File: config.mk
export PLATFORM = sky130hd
export DESIGN_NAME = hazard_unit_mc
export DESIGN_NICKNAME = d
export VERILOG_FILES = /design/src/rtl/hazard_pkg.sv /design/src/rtl/mdu_stall_ctrl.sv /design/src/rtl/hazard_unit_mc.sv
export SDC_FILE = /design/constraint.sdc
export NUM_CORES = 1
export LEC_CHECK = 0
export CAP_MARGIN = 0
export CORE_MARGIN = 2
export CORE_UTILIZATION = 44
export DETAILED_ROUTE_END_ITERATION = 8
export PLACE_DENSITY = 0.84
export RECOVER_POWER = 25
export SYNTH_ARGS = -nofsm -noshare
export SYNTH_HDL_FRONTEND = slang
export SYNTH_SLANG_ARGS = --single-unit
File: constraint.sdc
create_clock -name clk -period 5.9 [get_ports clk]
set_input_delay 1.475 -clock clk [delete_from_list [all_inputs] [get_ports clk]]
set_output_delay 1.475 -clock clk [all_outputs]
set_load 0.02 [all_outputs]
File: src/rtl/hazard_pkg.sv
`default_nettype none
// ============================================================================
// Module : hazard_pkg
// Brief  : Shared encodings for the pipeline hazard unit: forwarding-mux
//          select codes and the multi-cycle MDU controller state encoding.
// Rev    : 1.0  initial release
// ============================================================================
package hazard_pkg;

    // Forwarding mux selects for the EX-stage ALU operands
    localparam logic [1:0] FWD_RF  = 2'b00;  // operand from register file
    localparam logic [1:0] FWD_WB  = 2'b01;  // operand from WB result
    localparam logic [1:0] FWD_MEM = 2'b10;  // operand from MEM ALU result

    // MDU hold controller states
    typedef enum logic [1:0] {
        MDU_IDLE = 2'b00,
        MDU_BUSY = 2'b01,
        MDU_DONE = 2'b10
    } mduState_t;

endpackage
`default_nettype wire

File: src/rtl/mdu_stall_ctrl.sv
`default_nettype none
// ============================================================================
// Module : mdu_stall_ctrl
// Brief  : Holds a multi-cycle mul/div op in EX for exactly MDU_LAT cycles.
//          The op stalls the front of the pipe in its first cycle (IDLE with
//          MduStartE) and every BUSY cycle; the DONE cycle releases the pipe
//          while the result is valid in EX.
// Ports  : clk, rst_n      clock / async active-low reset
//          MduStartE       EX instruction is an MDU op
//          PCSrcE          taken branch in EX (aborts a BUSY op defensively)
//          mduStall        hold request for IF/ID/EX
//          MduBusy         controller not idle
//          MduDone         final MDU cycle
// Rev    : 1.0  initial release
// ============================================================================
module mdu_stall_ctrl
    import hazard_pkg::*;
#(
    parameter int MDU_LAT = 4
) (
    input  logic clk,
    input  logic rst_n,
    input  logic MduStartE,
    input  logic PCSrcE,
    output logic mduStall,
    output logic MduBusy,
    output logic MduDone
);

    localparam int CNT_W = $clog2(MDU_LAT) + 1;
    // First and last cycles are IDLE and DONE, so BUSY covers MDU_LAT-2 cycles
    localparam logic [CNT_W-1:0] c_CNT_INIT = CNT_W'(MDU_LAT - 2);
    localparam logic [CNT_W-1:0] c_CNT_ONE  = CNT_W'(1);

    mduState_t        r_state;
    logic [CNT_W-1:0] r_cnt;

    always_ff @(posedge clk or negedge rst_n) begin
        if (!rst_n) begin
            r_state <= MDU_IDLE;
            r_cnt   <= '0;
        end else begin
            case (r_state)
                MDU_IDLE: begin
                    if (MduStartE) begin
                        if (MDU_LAT == 2) begin
                            r_state <= MDU_DONE;
                        end else begin
                            r_state <= MDU_BUSY;
                            r_cnt   <= c_CNT_INIT;
                        end
                    end
                end
                MDU_BUSY: begin
                    // A taken branch cannot legally resolve while EX is held;
                    // if it does, drop the op rather than wedge the pipe.
                    if (PCSrcE) begin
                        r_state <= MDU_IDLE;
                        r_cnt   <= '0;
                    end else begin
                        r_cnt <= r_cnt - c_CNT_ONE;
                        if (r_cnt == c_CNT_ONE) begin
                            r_state <= MDU_DONE;
                        end
                    end
                end
                // The op still sits in EX during DONE; its MduStartE must not
                // be taken as a new op.
                MDU_DONE: r_state <= MDU_IDLE;
                default:  r_state <= MDU_IDLE;
            endcase
        end
    end

    assign mduStall = ((r_state == MDU_IDLE) && MduStartE) || (r_state == MDU_BUSY);
    assign MduBusy  = (r_state != MDU_IDLE);
    assign MduDone  = (r_state == MDU_DONE);

endmodule
`default_nettype wire

File: src/rtl/hazard_unit_mc.sv
`default_nettype none
// ============================================================================
// Module : hazard_unit_mc
// Brief  : Hazard unit for the 5-stage pipeline. Operand forwarding,
//          load-use interlock (or full RAW interlock when FWD_EN=0), branch
//          flush, multi-cycle MDU hold, and a saturating stall-cycle counter.
// Ports  : clk, rst_n                 clock / async active-low reset
//          rs1D, rs2D, rs1E, rs2E     ID / EX source registers
//          rdE, rdM, rdW              EX / MEM / WB destination registers
//          RegWriteE/M/W              stage writes rd
//          ResultSrcE                 EX instruction is a load
//          PCSrcE                     taken branch/jump resolved in EX
//          MduStartE                  EX instruction is an MDU op
//          StallF, StallD, StallE     hold PC / IF-ID / ID-EX
//          FlushD, FlushE, FlushM     bubble IF-ID / ID-EX / EX-MEM
//          ForwardAE, ForwardBE       00 regfile, 01 WB, 10 MEM
//          MduBusy, MduDone           MDU controller status
//          stall_cycles               saturating count of StallF cycles
// Rev    : 1.0  initial release
// ============================================================================
module hazard_unit_mc
    import hazard_pkg::*;
#(
    parameter int REG_AW      = 5,
    parameter int MDU_LAT     = 4,
    parameter int FWD_EN      = 1,
    parameter int STALL_CNT_W = 16
) (
    input  logic                   clk,
    input  logic                   rst_n,
    input  logic [REG_AW-1:0]      rs1D,
    input  logic [REG_AW-1:0]      rs2D,
    input  logic [REG_AW-1:0]      rs1E,
    input  logic [REG_AW-1:0]      rs2E,
    input  logic [REG_AW-1:0]      rdE,
    input  logic [REG_AW-1:0]      rdM,
    input  logic [REG_AW-1:0]      rdW,
    input  logic                   RegWriteE,
    input  logic                   RegWriteM,
    input  logic                   RegWriteW,
    input  logic                   ResultSrcE,
    input  logic                   PCSrcE,
    input  logic                   MduStartE,
    output logic                   StallF,
    output logic                   StallD,
    output logic                   StallE,
    output logic                   FlushD,
    output logic                   FlushE,
    output logic                   FlushM,
    output logic [1:0]             ForwardAE,
    output logic [1:0]             ForwardBE,
    output logic                   MduBusy,
    output logic                   MduDone,
    output logic [STALL_CNT_W-1:0] stall_cycles
);

    // x0 is hardwired to zero, so it never carries a dependency
    function automatic logic regMatch(input logic [REG_AW-1:0] a,
                                      input logic [REG_AW-1:0] b,
                                      input logic              we);
        return we && (b != '0) && (a == b);
    endfunction

    logic [1:0] w_fwdA;
    logic [1:0] w_fwdB;
    logic       w_lwHaz;
    logic       w_rawHaz;
    logic       w_lwStall;
    logic       w_rawStall;
    logic       w_mduStall;
    logic       w_hazStall;

    // MEM is the younger producer, so it wins over WB
    assign w_fwdA = regMatch(rs1E, rdM, RegWriteM) ? FWD_MEM :
                    regMatch(rs1E, rdW, RegWriteW) ? FWD_WB  : FWD_RF;
    assign w_fwdB = regMatch(rs2E, rdM, RegWriteM) ? FWD_MEM :
                    regMatch(rs2E, rdW, RegWriteW) ? FWD_WB  : FWD_RF;

    assign w_lwHaz  = ResultSrcE && (regMatch(rs1D, rdE, 1'b1) || regMatch(rs2D, rdE, 1'b1));
    // Without forwarding, any pending EX or MEM write blocks ID; WB is safe
    // because the register file writes before it reads.
    assign w_rawHaz = regMatch(rs1D, rdE, RegWriteE) || regMatch(rs2D, rdE, RegWriteE) ||
                      regMatch(rs1D, rdM, RegWriteM) || regMatch(rs2D, rdM, RegWriteM);

    assign ForwardAE  = (FWD_EN != 0) ? w_fwdA  : FWD_RF;
    assign ForwardBE  = (FWD_EN != 0) ? w_fwdB  : FWD_RF;
    assign w_lwStall  = (FWD_EN != 0) ? w_lwHaz : 1'b0;
    assign w_rawStall = (FWD_EN == 0) ? w_rawHaz : 1'b0;

    generate
        if (MDU_LAT >= 2) begin : g_mdu
            mdu_stall_ctrl #(
                .MDU_LAT (MDU_LAT)
            ) u_mduCtrl (
                .clk       (clk),
                .rst_n     (rst_n),
                .MduStartE (MduStartE),
                .PCSrcE    (PCSrcE),
                .mduStall  (w_mduStall),
                .MduBusy   (MduBusy),
                .MduDone   (MduDone)
            );
        end else begin : g_noMdu
            logic w_unusedMduStart;
            assign w_unusedMduStart = MduStartE;
            assign w_mduStall       = 1'b0;
            assign MduBusy          = 1'b0;
            assign MduDone          = 1'b0;
        end
    endgenerate

    assign w_hazStall = w_lwStall || w_rawStall;

    assign StallF = w_hazStall || w_mduStall;
    assign StallD = StallF;
    assign StallE = w_mduStall;
    assign FlushM = w_mduStall;
    // A held EX stage must keep its contents, so hold overrides flush
    assign FlushD = PCSrcE && !w_mduStall;
    assign FlushE = (w_hazStall || PCSrcE) && !w_mduStall;

    logic [STALL_CNT_W-1:0] r_stallCycles;

    always_ff @(posedge clk or negedge rst_n) begin
        if (!rst_n) begin
            r_stallCycles <= '0;
        end else if (StallF && (r_stallCycles != '1)) begin
            r_stallCycles <= r_stallCycles + STALL_CNT_W'(1);
        end
    end

    assign stall_cycles = r_stallCycles;

endmodule
`default_nettype wire
Word level (Yosys, flattened, before mapping) --
Cells that the tools add are included.
Storage, ports and cells: input bits 43, output and inout port bits 28, word-level logic and storage cells 54, register bits 21
Cells by class: mux-type cells 11, add/subtract/negate cells 2, eq/ne operators 12, reduce and logical (&&, ||, !) cells 26
Operators with widths (number):
- $eq A5 B5 Y1 | 6
- $add A16 B1 Y16 const B | 1
- $ne A16 B16 Y1 const B | 1
- $reduce_bool A5 Y1 | 3
- $logic_and A1 B1 Y1 | 13
- $mux W2 | 5
- $mux W3 | 2
- $pmux W3 S2 | 1
- $logic_or A1 B1 Y1 | 4
- $pmux W2 S2 | 1
- $reduce_and A2 Y1 | 2
- $reduce_bool A2 Y1 | 2
- $eq A3 B1 Y1 const B | 1
- $ne A3 B2 Y1 const B | 1
- $sub A3 B1 Y3 const B | 1
- $eq A2 B1 Y1 const B | 1
- $eq A2 B2 Y1 const B | 1
- $logic_not A2 Y1 | 1
- $mux W1 | 2
- $ne A2 B2 Y1 const B | 1
- $logic_not A1 Y1 | 1

Longest topological paths before layout --
Gate-level depths: netlist of the first run.
depth after elaboration 6, depth in mapped cells 7, gate-level depth less buffers 7

Modules after synthesis --
A second synthesis of the first run with hierarchy kept.
Unflattened totals: cells, all modules 167, area total of the unflattened synthesis 1526.5 um^2
Modules (own cells, without submodules):
- hazard_unit_mc | instances 1, area each 1256.2 um^2, sequential area each 400.4 um^2, cells an instance 138
- mdu_stall_ctrl | instances 1, area each 270.3 um^2, sequential area each 125.1 um^2, cells an instance 29

Worst setup path before layout of the first run --
No wires, ideal clock.
path kind input port to output port, from input rdM[1], to output ForwardAE[0], cell stages on the path 4, required time 4.425 ns, slack 1.389 ns, path buffers 0, data arrival time 3.036 ns, cells stage by stage or4_1 o21ai_1 nor4_1 nor4_1
Between the ends: word-level cells in the longest chain between the ends 4, elaborated cells on any way between the ends 5, those cells by class eq/ne: 1; mux: 1; reduce/logical: 3
Ends and longest elaborated chain:
- from (decl) | RTL line hazard_unit_mc.sv:36 | input logic [REG_AW-1:0] rdM,
- $reduce_bool A5 Y1
- $logic_and A1 B1 Y1
- $logic_and A1 B1 Y1 * | RTL line hazard_unit_mc.sv:61 | return we && (b != '0) && (a == b);
- $mux W2 * | RTL line hazard_unit_mc.sv:74 | assign w_fwdA = regMatch(rs1E, rdM, RegWriteM) ? FWD_MEM :
- to (decl) | RTL line hazard_unit_mc.sv:50 | output logic [1:0] ForwardAE,
Mark *: on every way between the ends. The rest lies on a longest branch, timed or not.

Worst setup path in the final report of the first run --
from input rdM[1], to output ForwardBE[0]
Between the ends: word-level cells in the longest chain between the ends 4, elaborated cells on any way between the ends 5, those cells by class eq/ne: 1; mux: 1; reduce/logical: 3
Ends and longest elaborated chain:
- $reduce_bool A5 Y1
- $logic_and A1 B1 Y1
- $logic_and A1 B1 Y1 * | RTL line hazard_unit_mc.sv:61
- $mux W2 * | RTL line hazard_unit_mc.sv:76 | assign w_fwdB = regMatch(rs2E, rdM, RegWriteM) ? FWD_MEM :
- to (decl) | RTL line hazard_unit_mc.sv:51 | output logic [1:0] ForwardBE,
Marks and branches as above.

==> flow_metrics.env, run 1 <==
export IMPL_yosysSeqAreaShare=0.356
export IMPL_drc=0
export IMPL_clkPwrFrac=0.114
export IMPL_drive_gt1_frac=0.0533
export IMPL_crit_fanout=3
export IMPL_startpoint="rdM[1]"
export IMPL_fin_skew_ns=0.00696
export IMPL_slew_headroom=0.379
export IMPL_worstHoldPathType="reg2reg"
export IMPL_routed_wl_um=3460
export IMPL_tightest_slew_ns=0.928
export IMPL_first_iter_violations=78
export IMPL_die_w_um=61.9
export IMPL_r2r_cells=7
export IMPL_dpl_hpwl_um=2900
export IMPL_async_flop_share=1.00
export IMPL_tns_ns=0
export IMPL_synth_edf_count=0
export IMPL_postRouteAntennaNets=0
export IMPL_initial_utilization=0.449
export IMPL_finalNonFillerCells=271
export IMPL_clkSinkCount=21
export IMPL_cp_start_kind="input pin"
export IMPL_cp_required_ns=4.43
export IMPL_p_sw_uw=234
export IMPL_syn_nets=201
export IMPL_port_buffer_count=69
export IMPL_r2r_end="stall_cycles[4]$_DFFE_PN0P_"
export IMPL_finalCritPeriodShare=0.886
export IMPL_setup_viol=0
export IMPL_grt_usage=0.197
export IMPL_power_share_sequential=0.368
export IMPL_post_route_util=0.678
export IMPL_power_internal_uw=370
export IMPL_cts_max_level=1
export IMPL_fmax_mhz=191
export IMPL_r2r_slack_ns=3.89
export IMPL_fp_coreArea_um2=3280
export IMPL_crit_path_end="ForwardBE[0]"
export IMPL_rows=21
export IMPL_clkSlewWorstSetupHoldPaths_ns=0.11
export IMPL_ios=71
export IMPL_fin_crit_ns=5.23
export IMPL_p_per_area_nw_per_um2=271
export IMPL_drtPass1Iterations=4
export IMPL_multi_input_area_um2=900
export IMPL_cts_tree="yes"
export IMPL_clk_latency_ns=0.30
export IMPL_grt_max_degree=22
export IMPL_p_leak_uw=0.000898
export IMPL_cts_repair_resized=0
export IMPL_die_h_um=61.9
export IMPL_area_growth_pct=50.9
export IMPL_rsz0062_at_grt="false"
export IMPL_worstPathArrival_ns=3.75
export IMPL_cts_root_buf="clkbuf_4"
export IMPL_synth_top_flop_cell="dfrtp_1"
export IMPL_synth_yosys_warnings=0
export IMPL_antenna_found_initial=0
export IMPL_r2r_start="stall_cycles[0]$_DFFE_PN0P_"
export IMPL_fill_cells=278
export IMPL_synth_area_um2=1480
export IMPL_syn_inst=155
export IMPL_grt_pass1_vias=1341
export IMPL_vias_per_cell=5.17
export IMPL_cts_hold_buf=0
export IMPL_worstSetupEndpointType="output pin"
export IMPL_gp_congestion=0.786
export IMPL_slew_violations=0
export IMPL_dieArea_um2=3830
export IMPL_cts_buffers=3
export IMPL_overflow=0
export IMPL_placedCellCount=267
export IMPL_post_cts_buffers=0
export IMPL_wl_per_cell_um=12.7
export IMPL_outcome="completed"
export IMPL_pwr_share_comb=0.518
export IMPL_synth_cell_types=41
export IMPL_clk_path_buf_depth=2
export IMPL_grt_pass1_wl_um=5690
export IMPL_vias=1401
export IMPL_diodes=0
export IMPL_ir_drop_uv=137
export IMPL_cap_violations=0
export IMPL_register_area_um2=526
export IMPL_hold_violations=0
export IMPL_syn_avg_cell_area_um2=9.52
export IMPL_crit_type="in2out"
export IMPL_switching_share=0.387
export IMPL_ys_seq_elements=21
export IMPL_nets=272
==> worst max-delay path, stage by stage <==
cell and delay [ns]:
clkdlybuf4s50_1 0.47, or4_1 0.54, o21ai_1 0.19, nor4_1 0.10
nor4_1 0.31, clkdlybuf4s50_1 0.66
==> cell families after synthesis <==
logic type                 count (synthesis)  share of synthesized area
and+or+nand+nor                           57                      0.221
xor gates and xnor gates                  38                      0.226
AOI/OAI and AO/OA                         25                      0.120
DFF                                       21                      0.356
buffers and inverters                      9                     0.0339
adders and majority gates                  3                     0.0254
muxes                                      2                     0.0170
==> layout make-up <==
type | count | share of cell area
Sequential cell | 21 | 0.236
Clock buffer | 4 | 0.0118
Inverter | 5 | 0.00843
Tap cell | 46 | 0.0259
Timing Repair Buffer | 70 | 0.314
Multi-Input combinational cell | 125 | 0.404
==> state kept, by name, indices dropped and copies added, names as in the netlist <==
signal,count
stall_cycles,16
g_mdu.u_mduCtrl.r_cnt,3
g_mdu.u_mduCtrl.r_state,2
==> how the worst min path moves through the flow <==
| stage | cells past startpoint | startpoint | endpoint |
|---|---|---|---|
| 5_1_grt | 1 | stall_cycles[15]$_DFFE_PN0P_ | stall_cycles[15]$_DFFE_PN0P_ |
| 3_3_place_gp | 1 | g_mdu.u_mduCtrl.r_cnt[1]$_DFFE_PN0P_ | g_mdu.u_mduCtrl.r_cnt[1]$_DFFE_PN0P_ |
| 4_1_cts | 1 | stall_cycles[15]$_DFFE_PN0P_ | stall_cycles[15]$_DFFE_PN0P_ |
| 3_5_place_dp | 1 | stall_cycles[15]$_DFFE_PN0P_ | stall_cycles[15]$_DFFE_PN0P_ |
| 2_1_floorplan | 1 | g_mdu.u_mduCtrl.r_cnt[1]$_DFFE_PN0P_ | g_mdu.u_mduCtrl.r_cnt[1]$_DFFE_PN0P_ |
| 6_report | 1 | stall_cycles[15]$_DFFE_PN0P_ | stall_cycles[15]$_DFFE_PN0P_ |
==> cells in the mapped netlist (2+ instances only) <==
library cell	instances	area share
a21oi_1	7	0.024
nand2b_1	2	0.0085
nand3_1	7	0.024
nor4_1	4	0.017
or2_2	2	0.0085
nor3_1	2	0.0068
xor2_1	25	0.15
or4_1	4	0.020
nand4_1	3	0.013
a31oi_1	5	0.021
a41oi_1	3	0.018
nor2_1	11	0.028
buf_4	2	0.010
xnor2_1	13	0.077
and2_1	3	0.013
o21ai_1	2	0.0068
nand2_1	4	0.010
ha_1	3	0.025
dfrtp_1	21	0.36
inv_1	4	0.010
and3_1	8	0.034
==> layer usage <==
metal / track usage / up-vias / share of wire
met5: 0 / - / 0
met4: 0.0638 / 0 / 0.010
met3: 0.0455 / 4 / 0.069
met2: 0.361 / 59 / 0.52
met1: 0.226 / 642 / 0.40
li1: - / 696 / -
==> per-stage QoR <==
step	hold slack, ns	power, uW	instance area, um^2	setup WS [ns]
global route	0.515	648	2230	0.524
global placement	0.480	532	2200	0.691
finish	0.500	603	2230	0.674
floorplan	0.470	400	1480	1.39
CTS	0.508	608	2230	0.656
detailed placement	0.493	540	2200	0.664
==> placed cells by master (no fill, tap or decap), types with 2 or more instances in the layout <==
cell type        Yosys  routed
xor2_1              25      25
ha_1                 3       3
a31oi_1              5       5
nor3_1               2       2
a21oi_1              7       7
nand2_1              4       4
clkdlybuf4s50_1      0      66
nor2_1              11      11
and3_1               8       8
nor4_1               4       4
o21ai_1              2       2
dlygate4sd3_1        0       3
dfrtp_1             21      21
a41oi_1              3       3
inv_1                4       4
or4_1                4       4
nand3_1              7       7
xnor2_1             13      13
and2_1               3       3
nand4_1              3       3
nand2b_1             2       2
clkbuf_4             0       3
or2_2                2       2
==> power by group through the flow <==
stage / Combinational, uW / Clock [uW] / Sequential [uW]
global placement: 308 / 0 / 224
global route: 340 / 78.7 / 229
CTS: 315 / 70.7 / 223
finish: 312 / 68.9 / 222
floorplan: 151 / 0 / 249
detailed placement: 314 / 0 / 226
Power figures use the tool's default switching activity.
==> run 2: changes to the inputs <==
Settings changed: SLEW_MARGIN from default to 20.
==> results of run 2 <==
Final layout, timing and power as in run 1 (identical DEF).
==> run 3: changes to the inputs <==
Settings changed: MAX_ROUTING_LAYER from default to met4.
==> flow_metrics.env, run 3 (same netlist as run 1, synthesis figures left out) <==
export IMPL_dieArea_um2=3830
export IMPL_critPathMaxStageDelay_ns=0.66
export IMPL_cp_required_ns=4.43
export IMPL_fmax_mhz=191
export IMPL_tightest_slew_ns=0.926
export IMPL_r2r_slack_ns=3.89
export IMPL_cts_repair_resized=0
export IMPL_fp_coreArea_um2=3280
export IMPL_ios=71
export IMPL_crit_type="in2out"
export IMPL_p_per_area_nw_per_um2=271
export IMPL_slew_headroom=0.381
export IMPL_cp_start_kind="input pin"
export IMPL_placed_area_um2=2200
export IMPL_r2r_cells=7
export IMPL_hp_start="stall_cycles[15]$_DFFE_PN0P_"
export IMPL_rows=21
export IMPL_die_w_um=61.9
export IMPL_wl_per_cell_um=12.8
export IMPL_worstHoldPathType="reg2reg"
export IMPL_drtPass1Iterations=4
export IMPL_vias=1421
export IMPL_multi_input_area_um2=900
export IMPL_clk_latency_ns=0.30
export IMPL_hold_violations=0
export IMPL_nets=272
export IMPL_clk_path_buf_depth=2
export IMPL_initial_utilization=0.449
export IMPL_cts_root_buf="clkbuf_4"
export IMPL_use_met1=0.227
export IMPL_finalCritPeriodShare=0.886
export IMPL_tns_ns=0
export IMPL_hold_end="stall_cycles[15]$_DFFE_PN0P_"
export IMPL_area_growth_pct=50.9
export IMPL_overflow=0
export IMPL_met3_usage=0.0476
export IMPL_cts_hold_buf=0
export IMPL_mostFrequentLayoutCell="clkdlybuf4s50_1"
export IMPL_setup_viol=0
export IMPL_grtUsageMet2=0.364
export IMPL_fin_area_um2=2230
export IMPL_worstPathArrival_ns=3.75
export IMPL_drc=0
export IMPL_clkSlewWorstSetupHoldPaths_ns=0.11
export IMPL_cap_violations=0
export IMPL_hold_depth=1
export IMPL_critPathSlowestCell="clkdlybuf4s50_1"
export IMPL_grt_max_degree=22
export IMPL_timing_hold_ws_ns=0.501
export IMPL_cts_buffers=3
export IMPL_crit_chain="clkdlybuf4s50_1, or4_1, o21ai_1, nor4_1, nor4_1, clkdlybuf4s50_1"
export IMPL_first_iter_violations=72
export IMPL_cts_max_level=1
export IMPL_antenna_found_initial=0
export IMPL_outcome="completed"
export IMPL_rsz0062_at_grt="false"
export IMPL_port_buffer_count=69
export IMPL_vias_per_cell=5.24
export IMPL_placedCellCount=267
export IMPL_post_cts_buffers=0
export IMPL_largest_reg_flops=16
export IMPL_r2r_start="stall_cycles[0]$_DFFE_PN0P_"
export IMPL_fin_crit_ns=5.23
export IMPL_clkSinkCount=21
export IMPL_fill_cells=278
export IMPL_routed_wl_um=3460
export IMPL_crit_fanout=3
export IMPL_p_leak_uw=0.000898
export IMPL_gp_congestion=0.797
export IMPL_drive_gt1_frac=0.0533
export IMPL_grt_pass1_wl_um=5730
export IMPL_grt_pass1_vias=1337
export IMPL_finalNonFillerCells=271
export IMPL_total_power_uw=604
export IMPL_fin_skew_ns=0.00546
export IMPL_r2r_end="stall_cycles[4]$_DFFE_PN0P_"
export IMPL_grt_busiest_layer="met2"
export IMPL_dpl_hpwl_um=2900
export IMPL_diodes=0
export IMPL_final_cell_mix="clkdlybuf4s50_1 (66), xor2_1 (25), dfrtp_1 (21)"
export IMPL_postRouteAntennaNets=0
export IMPL_cts_tree="yes"
export IMPL_slew_violations=0
export IMPL_die_h_um=61.9
export IMPL_grt_usage=0.204
export IMPL_worstSetupEndpointType="output pin"
export IMPL_register_area_um2=526
export IMPL_ir_drop_uv=137
==> run 3: cell counts in the layout (fill, tap and decap cells not counted) <==
No cell type changed its count.
==> run 3: how the worst max path moves through the flow <==
stage	startpoint	to	slack (ns)	cells past startpoint
after floorplan	rdM[1]	ForwardAE[0]	1.39	4
after global placement	rdM[1]	ForwardBE[0]	0.69	6
after detailed placement	rdM[1]	ForwardAE[0]	0.66	6
after CTS	rdM[1]	ForwardBE[0]	0.66	6
after global routing	rdM[1]	ForwardBE[0]	0.52	6
final	rdM[1]	ForwardBE[0]	0.67	6
==> run 3: final cells by class <==
cell class	count	share of cell area
Clock buffer	4	0.0118
Inverter	5	0.00843
Multi-Input combinational cell	125	0.404
Sequential cell	21	0.236
Tap cell	46	0.0259
Timing Repair Buffer	70	0.314
==> run 3: worst max-delay path, delay by kind of cell <==
kind,cells,cell delay (ns)
buffers and inverters,2,1.13
and+or+nand+nor,3,0.95
AOI/OAI and AO/OA,1,0.19
==> run 3: metrics by stage <==
step           utilization  worst slack, ns
3_5_place_dp         0.670            0.664
4_1_cts              0.678            0.656
2_1_floorplan            -             1.39
5_1_grt              0.678            0.524
3_3_place_gp         0.670            0.691
6_report             0.678            0.674
==> run 3: power breakdown <==
group | internal [uW] | total, uW | switching (uW)
Sequential | 182 | 222 | 40.4
Combinational | 162 | 312 | 151
Clock | 26.3 | 69.5 | 43.1
==> run 3: metal layers <==
metal  part of all wire  routed length [um]
met1               0.40                1390
met2               0.51                1770
met3              0.072                 248
met4              0.016                  57
met5                  0                   0
